$ cat src/rtl/bus_arbiter_pkg.sv
// Shared types and constants for the two-master bus arbiter.
package bus_arbiter_pkg;

  localparam int ADDR_W = 8;
  localparam int DATA_W = 8;

  typedef enum logic [1:0] {
    arb_idle  = 2'd0,
    arb_issue = 2'd1,
    arb_wait  = 2'd2
  } arb_state_e;

  localparam logic arb_dir_read  = 1'b0;
  localparam logic arb_dir_write = 1'b1;

  localparam logic [DATA_W-1:0] arb_timeout_data = 8'hFF;

  // last_grant: 0 = master 0 served last, 1 = master 1 served last.
  function automatic logic [1:0] pick_master(input logic pend0, input logic pend1,
                                             input logic last_grant);
    if (pend0 && pend1) return last_grant ? 2'b01 : 2'b10;
    if (pend0)          return 2'b01;
    if (pend1)          return 2'b10;
    return 2'b00;
  endfunction

endpackage

$ cat src/rtl/bus_arbiter_if.sv
// Master-side and shared-bus signals of the arbiter; master modport is the arbiter's view.
interface bus_arbiter_if;
  import bus_arbiter_pkg::*;

  logic              m0_read,  m0_write,  m0_ready;
  logic [ADDR_W-1:0] m0_address;
  logic [DATA_W-1:0] m0_data_out, m0_data_in;
  logic              m1_read,  m1_write,  m1_ready;
  logic [ADDR_W-1:0] m1_address;
  logic [DATA_W-1:0] m1_data_out, m1_data_in;
  logic              bus_read, bus_write, bus_ready;
  logic [ADDR_W-1:0] bus_address;
  logic [DATA_W-1:0] bus_data_out, bus_data_in;
  logic [1:0]        grant;
  logic              bus_err;

  modport master (
    input  m0_read, m0_write, m0_address, m0_data_out,
    input  m1_read, m1_write, m1_address, m1_data_out,
    input  bus_data_in, bus_ready,
    output m0_ready, m0_data_in, m1_ready, m1_data_in,
    output bus_read, bus_write, bus_address, bus_data_out, grant, bus_err
  );

  modport slave (
    output m0_read, m0_write, m0_address, m0_data_out,
    output m1_read, m1_write, m1_address, m1_data_out,
    output bus_data_in, bus_ready,
    input  m0_ready, m0_data_in, m1_ready, m1_data_in,
    input  bus_read, bus_write, bus_address, bus_data_out, grant, bus_err
  );

endinterface

$ cat src/rtl/bus_arbiter_port.sv
// Per-master request buffer: captures one request, flags overflow/illegal pulses,
// returns the ready pulse and holds the last read data.
module arb_port
  import bus_arbiter_pkg::*;
(
  input  logic              clk,
  input  logic              reset,
  input  logic              read,
  input  logic              write,
  input  logic [ADDR_W-1:0] address,
  input  logic [DATA_W-1:0] data_out,
  input  logic              done,
  input  logic [DATA_W-1:0] done_data,
  output logic              pend,
  output logic              dir,
  output logic [ADDR_W-1:0] addr,
  output logic [DATA_W-1:0] data,
  output logic              ready,
  output logic [DATA_W-1:0] data_in,
  output logic              err
);

  logic              pend_q, pend_d, dir_q, dir_d, ready_q, ready_d;
  logic [ADDR_W-1:0] addr_q, addr_d;
  logic [DATA_W-1:0] data_q, data_d, data_in_q, data_in_d;

  always_comb begin
    pend_d    = pend_q;
    dir_d     = dir_q;
    addr_d    = addr_q;
    data_d    = data_q;
    data_in_d = data_in_q;
    ready_d   = done;
    err       = 1'b0;
    if (done) begin
      pend_d = 1'b0;
      if (dir_q == arb_dir_read) data_in_d = done_data;
    end
    // A pulse arriving on the completion edge still sees pend set and is dropped.
    if (read && write) begin
      err = 1'b1;
    end else if (read || write) begin
      if (pend_q) begin
        err = 1'b1;
      end else begin
        pend_d = 1'b1;
        dir_d  = write ? arb_dir_write : arb_dir_read;
        addr_d = address;
        data_d = data_out;
      end
    end
  end

  always_ff @(posedge clk or posedge reset) begin
    if (reset) begin
      pend_q    <= 1'b0;
      dir_q     <= arb_dir_read;
      addr_q    <= '0;
      data_q    <= '0;
      ready_q   <= 1'b0;
      data_in_q <= '0;
    end else begin
      pend_q    <= pend_d;
      dir_q     <= dir_d;
      addr_q    <= addr_d;
      data_q    <= data_d;
      ready_q   <= ready_d;
      data_in_q <= data_in_d;
    end
  end

  assign pend    = pend_q;
  assign dir     = dir_q;
  assign addr    = addr_q;
  assign data    = data_q;
  assign ready   = ready_q;
  assign data_in = data_in_q;

endmodule

$ cat src/rtl/bus_arbiter.sv
// Round-robin arbiter replaying buffered requests from two masters onto one shared bus,
// with a bus_ready watchdog that forces completion after TIMEOUT wait cycles.
module bus_arbiter
  import bus_arbiter_pkg::*;
#(
  parameter int TIMEOUT = 255
) (
  input logic           clk,
  input logic           reset,
  bus_arbiter_if.master bif
);

  localparam logic [7:0] TIMEOUT_CNT = 8'(TIMEOUT);

  arb_state_e        state_q, state_d;
  logic              last_q, last_d;
  logic [7:0]        wdog_q, wdog_d;
  logic [1:0]        grant_q, grant_d;
  logic              bus_read_q, bus_read_d, bus_write_q, bus_write_d;
  logic [ADDR_W-1:0] bus_address_q, bus_address_d;
  logic [DATA_W-1:0] bus_data_out_q, bus_data_out_d;
  logic              bus_err_q, bus_err_d;

  logic              pend0, pend1, dir0, dir1, err0, err1, sel_dir, complete;
  logic [ADDR_W-1:0] addr0, addr1;
  logic [DATA_W-1:0] data0, data1, cpl_data;

  arb_port u_port0 (
    .clk(clk), .reset(reset),
    .read(bif.m0_read), .write(bif.m0_write), .address(bif.m0_address), .data_out(bif.m0_data_out),
    .done(complete && grant_q[0]), .done_data(cpl_data),
    .pend(pend0), .dir(dir0), .addr(addr0), .data(data0),
    .ready(bif.m0_ready), .data_in(bif.m0_data_in), .err(err0)
  );

  arb_port u_port1 (
    .clk(clk), .reset(reset),
    .read(bif.m1_read), .write(bif.m1_write), .address(bif.m1_address), .data_out(bif.m1_data_out),
    .done(complete && grant_q[1]), .done_data(cpl_data),
    .pend(pend1), .dir(dir1), .addr(addr1), .data(data1),
    .ready(bif.m1_ready), .data_in(bif.m1_data_in), .err(err1)
  );

  always_comb begin
    state_d        = state_q;
    last_d         = last_q;
    wdog_d         = wdog_q;
    grant_d        = grant_q;
    bus_read_d     = 1'b0;
    bus_write_d    = 1'b0;
    bus_address_d  = bus_address_q;
    bus_data_out_d = bus_data_out_q;
    bus_err_d      = bus_err_q | err0 | err1;
    complete       = 1'b0;
    cpl_data       = bif.bus_data_in;
    sel_dir        = arb_dir_read;
    case (state_q)
      arb_idle: begin
        grant_d = pick_master(pend0, pend1, last_q);
        if (grant_d != 2'b00) begin
          sel_dir        = grant_d[1] ? dir1  : dir0;
          bus_address_d  = grant_d[1] ? addr1 : addr0;
          bus_data_out_d = grant_d[1] ? data1 : data0;
          bus_read_d     = (sel_dir == arb_dir_read);
          bus_write_d    = (sel_dir == arb_dir_write);
          state_d        = arb_issue;
        end
      end
      arb_issue: begin
        if (bif.bus_ready) begin
          complete = 1'b1;
        end else begin
          wdog_d  = 8'd0;
          state_d = arb_wait;
        end
      end
      arb_wait: begin
        if (bif.bus_ready) begin
          complete = 1'b1;
        end else begin
          wdog_d = wdog_q + 8'd1;
          if (TIMEOUT != 0 && wdog_d == TIMEOUT_CNT) begin
            complete  = 1'b1;
            cpl_data  = arb_timeout_data;
            bus_err_d = 1'b1;
          end
        end
      end
      default: state_d = arb_idle;
    endcase
    if (complete) begin
      last_d  = grant_q[1];
      grant_d = 2'b00;
      state_d = arb_idle;
    end
  end

  always_ff @(posedge clk or posedge reset) begin
    if (reset) begin
      state_q        <= arb_idle;
      last_q         <= 1'b1;
      wdog_q         <= 8'd0;
      grant_q        <= 2'b00;
      bus_read_q     <= 1'b0;
      bus_write_q    <= 1'b0;
      bus_address_q  <= '0;
      bus_data_out_q <= '0;
      bus_err_q      <= 1'b0;
    end else begin
      state_q        <= state_d;
      last_q         <= last_d;
      wdog_q         <= wdog_d;
      grant_q        <= grant_d;
      bus_read_q     <= bus_read_d;
      bus_write_q    <= bus_write_d;
      bus_address_q  <= bus_address_d;
      bus_data_out_q <= bus_data_out_d;
      bus_err_q      <= bus_err_d;
    end
  end

  assign bif.bus_read     = bus_read_q;
  assign bif.bus_write    = bus_write_q;
  assign bif.bus_address  = bus_address_q;
  assign bif.bus_data_out = bus_data_out_q;
  assign bif.grant        = grant_q;
  assign bif.bus_err      = bus_err_q;

endmodule

$ cat src/flat_wrapper.sv
// flat-port wrapper written by rule: the top's interface ports become plain ports
module bus_arbiter_flat import bus_arbiter_pkg::*;
#(
  parameter int TIMEOUT = 255
)
  (clk, reset, bif_m0_read, bif_m0_write, bif_m0_address, bif_m0_data_out, bif_m1_read, bif_m1_write, bif_m1_address, bif_m1_data_out, bif_bus_data_in, bif_bus_ready, bif_m0_ready, bif_m0_data_in, bif_m1_ready, bif_m1_data_in, bif_bus_read, bif_bus_write, bif_bus_address, bif_bus_data_out, bif_grant, bif_bus_err);
  bus_arbiter_if bif_i ();
  input logic clk;
  input logic reset;
  input wire logic [$bits(bif_i.m0_read)-1:0] bif_m0_read;
  input wire logic [$bits(bif_i.m0_write)-1:0] bif_m0_write;
  input wire logic [$bits(bif_i.m0_address)-1:0] bif_m0_address;
  input wire logic [$bits(bif_i.m0_data_out)-1:0] bif_m0_data_out;
  input wire logic [$bits(bif_i.m1_read)-1:0] bif_m1_read;
  input wire logic [$bits(bif_i.m1_write)-1:0] bif_m1_write;
  input wire logic [$bits(bif_i.m1_address)-1:0] bif_m1_address;
  input wire logic [$bits(bif_i.m1_data_out)-1:0] bif_m1_data_out;
  input wire logic [$bits(bif_i.bus_data_in)-1:0] bif_bus_data_in;
  input wire logic [$bits(bif_i.bus_ready)-1:0] bif_bus_ready;
  output wire logic [$bits(bif_i.m0_ready)-1:0] bif_m0_ready;
  output wire logic [$bits(bif_i.m0_data_in)-1:0] bif_m0_data_in;
  output wire logic [$bits(bif_i.m1_ready)-1:0] bif_m1_ready;
  output wire logic [$bits(bif_i.m1_data_in)-1:0] bif_m1_data_in;
  output wire logic [$bits(bif_i.bus_read)-1:0] bif_bus_read;
  output wire logic [$bits(bif_i.bus_write)-1:0] bif_bus_write;
  output wire logic [$bits(bif_i.bus_address)-1:0] bif_bus_address;
  output wire logic [$bits(bif_i.bus_data_out)-1:0] bif_bus_data_out;
  output wire logic [$bits(bif_i.grant)-1:0] bif_grant;
  output wire logic [$bits(bif_i.bus_err)-1:0] bif_bus_err;
  assign bif_i.m0_read = bif_m0_read;
  assign bif_i.m0_write = bif_m0_write;
  assign bif_i.m0_address = bif_m0_address;
  assign bif_i.m0_data_out = bif_m0_data_out;
  assign bif_i.m1_read = bif_m1_read;
  assign bif_i.m1_write = bif_m1_write;
  assign bif_i.m1_address = bif_m1_address;
  assign bif_i.m1_data_out = bif_m1_data_out;
  assign bif_i.bus_data_in = bif_bus_data_in;
  assign bif_i.bus_ready = bif_bus_ready;
  assign bif_m0_ready = bif_i.m0_ready;
  assign bif_m0_data_in = bif_i.m0_data_in;
  assign bif_m1_ready = bif_i.m1_ready;
  assign bif_m1_data_in = bif_i.m1_data_in;
  assign bif_bus_read = bif_i.bus_read;
  assign bif_bus_write = bif_i.bus_write;
  assign bif_bus_address = bif_i.bus_address;
  assign bif_bus_data_out = bif_i.bus_data_out;
  assign bif_grant = bif_i.grant;
  assign bif_bus_err = bif_i.bus_err;
  bus_arbiter #(.TIMEOUT(TIMEOUT)) u_core (.clk(clk), .reset(reset), .bif(bif_i));
endmodule
$ cat config.mk
export PLATFORM = sky130hd
export DESIGN_NAME = bus_arbiter_flat
export DESIGN_NICKNAME = d
export VERILOG_FILES = /design/src/rtl/bus_arbiter_pkg.sv /design/src/rtl/bus_arbiter_if.sv /design/src/rtl/bus_arbiter_port.sv /design/src/rtl/bus_arbiter.sv /design/src/flat_wrapper.sv
export SDC_FILE = /design/constraint.sdc
export NUM_CORES = 1
export LEC_CHECK = 0
export CORE_MARGIN = 5
export CORE_UTILIZATION = 45
export CTS_BUF_LIST = sky130_fd_sc_hd__clkbuf_16
export CTS_CLUSTER_SIZE = 20
export DETAILED_ROUTE_END_ITERATION = 7
export PLACE_DENSITY_LB_ADDON = 0.3
export SLEW_MARGIN = 5
export SYNTH_ARGS = -nofsm -noshare
export SYNTH_HDL_FRONTEND = slang
export SYNTH_SLANG_ARGS = --single-unit
$ cat constraint.sdc
create_clock -name clk -period 2.7 [get_ports clk]
set_clock_uncertainty 0.15 [all_clocks]
set_input_delay 0.54 -clock clk [delete_from_list [all_inputs] [get_ports clk]]
set_output_delay 0.54 -clock clk [all_outputs]
set_load 0.005 [all_outputs]
==> PnR_summary.wiki <==
{| class="wikitable"
! Metric !! Value
|-
| Overall routing resource usage || ~17%
|-
| Cell depth of the worst flop-to-flop path || 7
|-
| Initial DRC Count || 80
|-
| Fin util || 61.3%
|-
| HPWL after detailed placement || 5.84 mm
|-
| Buffer levels on the longest clock path || 2
|-
| Gates resized, CTS repair || 0
|-
| Leakage power || about 2.2 nW
|-
| Worst Tran Pin Value || just under 0.8 ns
|-
| Clock-pin slew on the worst setup and hold paths || around 0.06 ns
|-
| Crit path kind || reg2reg
|-
| Async S/R FF share, synth || 100%
|-
| Number of antenna violations at the first check in global routing || 0
|-
| EDFF count, synth || 0
|-
| Most area-hungry cell type in the Yosys netlist || sky130_fd_sc_hd__dfrtp_1
|-
| Num CTS Buffers || 9
|-
| Clock latency reported for the late side of the worst-skew pair || 0.33 ns
|-
| Highest cell delay on the worst timing path || 0.38 ns
|-
| Via count of the first global-routing pass || 2804
|-
| Cell row count || 33
|-
| Family of cells with the greatest summed delay on the critical path || compound AO/OA/AOI/OAI gates
|-
| First-pass GRT wire length || between 10 and 15 mm
|-
| Crit path max-delay cell type || sky130_fd_sc_hd__dfrtp_1
|-
| Clock Root Buffer || sky130_fd_sc_hd__clkbuf_16
|-
| Hold Path Stages || 2
|-
| Clock tree from TritonCTS || built
|-
| Pin count of the biggest net entering global routing || 87
|-
| Setup repair after global routing missed its margin || no
|-
| Post-CTS Setup Bufs || 0
|-
| Ant diodes || 0
|-
| Post-synthesis instance area || 3860 um^2
|-
| Width of the die || 103 um
|-
| Placer congestion estimate || 0.825
|-
| Final setup vio count || 0
|-
| Max Cap Violations || 0
|-
| Die outline area || 10500 um^2
|-
| Gate count of the mapped netlist || 316
|-
| Biggest fanout along the worst timing path || 8
|-
| Number of iterations in the first detailed-routing pass || 4
|-
| Final cycle utilization of the critical path || 91.3%
|-
| Total nets after synthesis || 368
|-
| Syn-to-layout area delta || 31.8%
|-
| Vias after detailed routing || 2732
|-
| Worst R2R Start || u_core.wdog_q[0]
|-
| Type of element launching the critical path || flip-flop
|-
| Cell types occupying the most area after synthesis || sky130_fd_sc_hd__dfrtp_1 (55%), sky130_fd_sc_hd__mux2_2 (10%), sky130_fd_sc_hd__mux2i_1 (5.7%), sky130_fd_sc_hd__o32a_2 (4.1%), sky130_fd_sc_hd__o21ai_0 (3.5%)
|-
| Number of clock sinks seen by CTS || 86
|-
| Core area || 8300 um^2
|-
| Hold buffer count at cts || 0
|-
| Number of different library cells in the post-synthesis netlist || 45
|-
| Grt total ovfl || 0
|-
| Via/cell ratio || 5.36
|-
| Average detailed-routed wire length per instance || 16.4 um
|-
| # nets final || 452
|-
| Post-Route WL || between 8 and 9 mm
|-
| Tightest slew margin relative to the limit || 47.1%
|-
| Start point of the critical path || u_core.wdog_q[0]
|-
| Crit path buf inv count || 1
|-
| Initial Utilization || 46.5%
|-
| CP Data Arrival Time || 2.58 ns
|-
| Total number of yosys warnings || 0
|-
| DRC violation count after routing || 0
|-
| Outcome || finished, final reports clean
|-
| Required time of the worst setup path || 2.82 ns
|-
| Share of final-layout standard cells stronger than drive strength 1 || between 20% and 30%
|-
| Area fraction of the dominant cell type after synthesis || 55.1%
|-
| Htree depth || 3
|-
| Tightest Hold Check Type || reg2reg
|-
| Fin Setup TNS || 0 ns
|-
| Final ANT Viol Nets || 0
|-
| Boundary pin count || 86
|-
| Peak supply drop || 0.561 mV
|-
| Number of port buffers || 85
|-
| #FFs+latches synth || 86
|-
| Stages on worst setup path || 7
|-
| Clock period minus final worst setup slack || 2.47 ns
|-
| Element type at the critical path end || flip-flop
|-
| Fill cell instance count of the final layout || roughly 670
|-
| Cell-by-cell listing of the critical path || ha_1 -> inv_1 -> nand4_1 -> o311ai_2 -> o221a_4 -> and3b_1 -> o32a_1
|-
| Hold path startpoint || u_core.bif.bus_address[2]
|-
| Achievable clock frequency || 406 MHz
|-
| Share of the yosys chip area belonging to registers || about 56%
|-
| Worst-case register-to-register setup slack || 0.23 ns
|-
| Dominant synthesized flop cell || sky130_fd_sc_hd__dfrtp_1
|-
| Pwr Density || 1060 nW/um^2
|-
| Per-instance average area after synthesis || around 12 um^2
|-
| Die Span Y || between 100 and 150 um
|-
| Total count of hold-check failures in the final report || 0
|-
| Max-slew violation total from the final report || 0
|}
==> worst reg2reg max path, delay by kind of cell, from the launching register on <==
family	cells	cell delay, ns
AO/OA/AOI/OAI	3	0.90
buffers and inverters	1	0.20
AND/OR/NAND/NOR	2	0.51
flip-flops	1	0.38
adder cells (fa/ha/maj)	1	0.27
==> sequential cells by signal, indices dropped and copies added (netlist names), 2 cells and up <==
signal	cells
u_core.bif.bus_address	8
u_core.bif.bus_data_out	8
u_core.u_port0.addr	8
u_core.u_port0.data	8
u_core.u_port0.data_in	8
u_core.u_port1.addr	8
u_core.u_port1.data	8
u_core.u_port1.data_in	8
u_core.wdog_q	8
u_core.bif.grant	2
u_core.state_q	2
==> path summary, 6_finish.rpt <==
check / endpoint
max in group asynchronous: u_core.last_q
min in group asynchronous: u_core.wdog_q[7]
max reg2reg: u_core.u_port1.data_in[1]
min reg2reg: u_core.bif.bus_address[2]
max: u_core.u_port1.data_in[1]
min: u_core.bif.bus_address[2]
==> cell usage after synthesis (2+ instances only) <==
cell / n
sky130_fd_sc_hd__nand3_1: 3
sky130_fd_sc_hd__inv_1: 8
sky130_fd_sc_hd__o21ai_0: 27
sky130_fd_sc_hd__mux2i_1: 22
sky130_fd_sc_hd__nor2_1: 11
sky130_fd_sc_hd__nand2b_1: 4
sky130_fd_sc_hd__or2_2: 2
sky130_fd_sc_hd__and2_2: 2
sky130_fd_sc_hd__nor3_1: 5
sky130_fd_sc_hd__ha_1: 5
sky130_fd_sc_hd__clkbuf_1: 9
sky130_fd_sc_hd__o32a_2: 14
sky130_fd_sc_hd__buf_2: 4
sky130_fd_sc_hd__buf_6: 5
sky130_fd_sc_hd__and3b_1: 2
sky130_fd_sc_hd__a21oi_1: 9
sky130_fd_sc_hd__maj3_1: 2
sky130_fd_sc_hd__nand2_1: 30
sky130_fd_sc_hd__o32a_1: 2
sky130_fd_sc_hd__xnor2_1: 2
sky130_fd_sc_hd__o211ai_1: 3
sky130_fd_sc_hd__nand4_1: 4
sky130_fd_sc_hd__dfrtp_1: 85
sky130_fd_sc_hd__mux2_2: 35
==> power breakdown <==
group          switching [W]  total [W]  leakage [nW]  internal [W]
Clock               0.000515    0.00114         0.126      0.000625
Combinational       0.000828    0.00199         0.979       0.00116
Sequential          0.000396    0.00227          1.07       0.00188
==> cell usage in the layout (no fill, tap or decap), types with 3 or more instances in the layout <==
| cell | synthesis | layout |
|---|---|---|
| sky130_fd_sc_hd__mux2_2 | 35 | 35 |
| sky130_fd_sc_hd__inv_1 | 8 | 7 |
| sky130_fd_sc_hd__ha_1 | 5 | 5 |
| sky130_fd_sc_hd__o211ai_1 | 3 | 3 |
| sky130_fd_sc_hd__clkbuf_16 | 0 | 9 |
| sky130_fd_sc_hd__clkdlybuf4s50_1 | 0 | 85 |
| sky130_fd_sc_hd__nand4_1 | 4 | 4 |
| sky130_fd_sc_hd__o21ai_0 | 27 | 27 |
| sky130_fd_sc_hd__clkinvlp_4 | 0 | 4 |
| sky130_fd_sc_hd__o32a_2 | 14 | 14 |
| sky130_fd_sc_hd__a21oi_1 | 9 | 8 |
| sky130_fd_sc_hd__nand3_1 | 3 | 3 |
| sky130_fd_sc_hd__nor2_1 | 11 | 9 |
| sky130_fd_sc_hd__dfrtp_1 | 85 | 85 |
| sky130_fd_sc_hd__buf_4 | 1 | 8 |
| sky130_fd_sc_hd__mux2i_1 | 22 | 22 |
| sky130_fd_sc_hd__nor3_1 | 5 | 5 |
| sky130_fd_sc_hd__nand2_1 | 30 | 30 |
| sky130_fd_sc_hd__nand2b_1 | 4 | 4 |
==> per-layer routing <==
layer / up-vias / track usage, % / part of all wire (%)
li1: 1305 / - / -
met3: 8 / 3.25 / 5.5
met2: 74 / 27.6 / 49
met4: 0 / 5.95 / 1.2
met1: 1345 / 21.4 / 44
met5: - / 0 / 0
==> stage by stage <==
step | total power, W | hold slack [ns] | std cells | area (um^2) | setup WS [ns]
final | 0.00540 | 0.330 | 510 | 5090 | 0.235
after global routing | 0.00578 | 0.366 | 510 | 5090 | 0.0827
after CTS | 0.00547 | 0.338 | 510 | 5090 | 0.239
after detailed placement | 0.00431 | 0.324 | 494 | 4810 | 0.187
after global placement | 0.00422 | 0.318 | 494 | 4810 | 0.250
after floorplan | 0.00342 | 0.323 | 316 | 3860 | 0.419
==> layout make-up <==
class	instances	area [um^2]	share of cell area (%)
sequential	86	2150	42.3
inverter	8	33.8	0.664
tap	105	131	2.58
multi-input combinational	201	1560	30.7
timing repair buffer	94	931	18.3
clock inverter	7	48.8	0.959
clock buffer	9	225	4.43
==> cells by family after synthesis <==
group / Yosys count / share of synthesized area [%]
AND/OR/NAND/NOR: 71 / 9.27
adder cells (fa/ha/maj): 7 / 2.14
AO/OA/AOI/OAI: 64 / 12.4
XOR/XNOR: 2 / 0.454
multiplexers: 57 / 15.9
buffers and inverters: 29 / 4.05
flip-flops: 86 / 55.8
Power figures use the tool's default switching activity.
==> RTL change: new RTL, same settings <==
Re-encode `arb_state_e` (3 states) as one-hot, 3 bits wide.
--- a/src/rtl/bus_arbiter_pkg.sv
+++ b/src/rtl/bus_arbiter_pkg.sv
@@ -5,8 +5,8 @@
   localparam int DATA_W = 8;
 
-  typedef enum logic [1:0] {
-    arb_idle  = 2'd0,
-    arb_issue = 2'd1,
-    arb_wait  = 2'd2
+  typedef enum logic [2:0] {
+    arb_idle  = 3'b001,
+    arb_issue = 3'b010,
+    arb_wait  = 3'b100
   } arb_state_e;
 
Behaviour: no difference found for any inputs over 4 cycles, from zero or initial values and one cycle with reset high; so few cycles prove little.
==> RTL change against the original RTL <==
Sequential share of layout area fell by 0.86 points. Fmax is 11% higher. Power decreased by 1.1%. Sequential cell count increased by 1. Setup slack gained 0.24 ns. Clock power rose by 4%. Cell area increased by 3.3%. Wire length is 3.6% higher. Area after synthesis up 2.9%.
==> RTL change: results (changes against the original RTL) <==
* Final Power at 5.34 mW (-1.1%)
* Post-DP HPWL at 6020 um (+3.1%)
* Initial antenna violation count at 0 (unchanged)
* Slew margin rel. at 56.3% (+9.2 points)
* Routed via count at 2851 (+4.4%)
* VDD IR max at 568 uV (+1.2%)
* R2r startpoint: u_core.wdog_q[0]
* Share of cells above drive strength 1 at 18.7% (-3.5 points)
* Sequential-to-total area share from yosys stat at 54.9% (-0.90 points)
* Clock group share of total power at 22.2% (+1.1 points)
* Reg2reg end: u_core.u_port0.pend
* Leak at 2.15 nW (-1.3%)
* Post-synthesis cell count at 348 (+10%)
* Vias in the first global route at 2929 (+4.5%)
* Area post-placement at 0.00498 mm^2 (+3.4%)
* Hold_sp: u_core.u_port0.addr[5]
* Placement Setup Slack at 0.469 ns (+0.282 ns)
* Synthesized Nets at 397 (+7.9%)
* Placer Congestion at 0.786 (-4.7%)
* Hold slack final at 0.359 ns (+0.0293 ns)
* Vias per cell at 5.22 (-2.5%)
* R2R cell count at 7 (unchanged)
* Synth top area cells: dfrtp_1 54%, mux2_2 9.9%, a221oi_2 6.0%
* Arr. time, crit path at 2.29 ns (-0.29 ns)
* Number of fill cells at 752 (+13%)
* Synth cell types at 38 (-16%)
* Final WL at 8670 um (+3.6%)
* Largest net degree at the start of global routing at 88 (+1.1%)
* Crit-path max FO at 22 (+14)
* First-pass GRT wire length at 14500 um (+7.1%)
* Hold Path Sink: u_core.u_port0.addr[5]
* Placed cell count at 531 (+7.5%)
* # nets final at 483 (+6.9%)
* CTS Buffer Depth at 2 (unchanged)
* H-Tree Depth at 3 (unchanged)
* Fraction of registers with async set/reset at 100% (unchanged)
* GRT Total Usage at 16.2% (-0.35 points)
* Sequential Power Share at 40.0% (-2.1 points)
* Post-synth top cells: 85 x dfrtp_1, 57 x nor2_1, 35 x mux2_2
* Drt initial violations at 81 (+1.3%)
* NetSw at 1.73 mW (-0.39%)
* Outcome: finished, final reports clean
* Worst Hold Depth at 1 (-1)
* Reg2reg setup slack at 0.48 ns (+0.24 ns)
[RTL change: area by class of cell]
| cell class | instances | area, um^2 | share of cell area [%] |
|---|---|---|---|
| Sequential cell | 87 | 2180 | 41.5 |
| Multi-Input combinational cell | 222 | 1630 | 31.0 |
| Timing Repair Buffer | 93 | 948 | 18.0 |
| Clock buffer | 9 | 225 | 4.28 |
| Tap cell | 108 | 135 | 2.57 |
| Inverter | 21 | 82.6 | 1.57 |
| Clock inverter | 6 | 55.1 | 1.05 |
[RTL change: critical path, cell delays in order (launching register included)]
cell and delay, ns:
dfrtp_1 0.44, ha_1 0.31, a21oi_1 0.15, o211ai_1 0.09, o211a_1 0.16, o31a_1 0.34, buf_12 0.18, a211o_1 0.29
[RTL change: cell families after synthesis]
group                      Yosys count  share of synthesized area (%)
muxes                               52                           14.2
xor gates and xnor gates             7                           1.54
and+or+nand+nor                     99                           11.2
adders and majority gates            4                           1.13
AOI/OAI and AO/OA                   60                           12.7
buffers and inverters               39                           4.38
DFF                                 87                           54.9
[RTL change: worst max path at each step]
stage                     start                      to  slack [ns]
6_report       u_core.wdog_q[0]     u_core.u_port0.pend        0.48
5_1_grt        u_core.wdog_q[0]           u_core.last_q        0.39
4_1_cts        u_core.wdog_q[0]     u_core.u_port0.pend        0.48
3_5_place_dp       bif_m1_write  u_core.u_port1.data[5]        0.47
3_3_place_gp       bif_m1_write  u_core.u_port1.data[7]        0.51
2_1_floorplan  u_core.wdog_q[0]     u_core.bif.grant[1]        0.67
[RTL change: metal layers]
metal | up-vias | wire length (um) | GRT usage (%)
li1 | 1379 | - | -
met1 | 1383 | 3980 | 21.9
met2 | 78 | 4050 | 25.0
met3 | 11 | 542 | 5.71
met4 | 0 | 97 | 3.70
met5 | - | 0 | 0
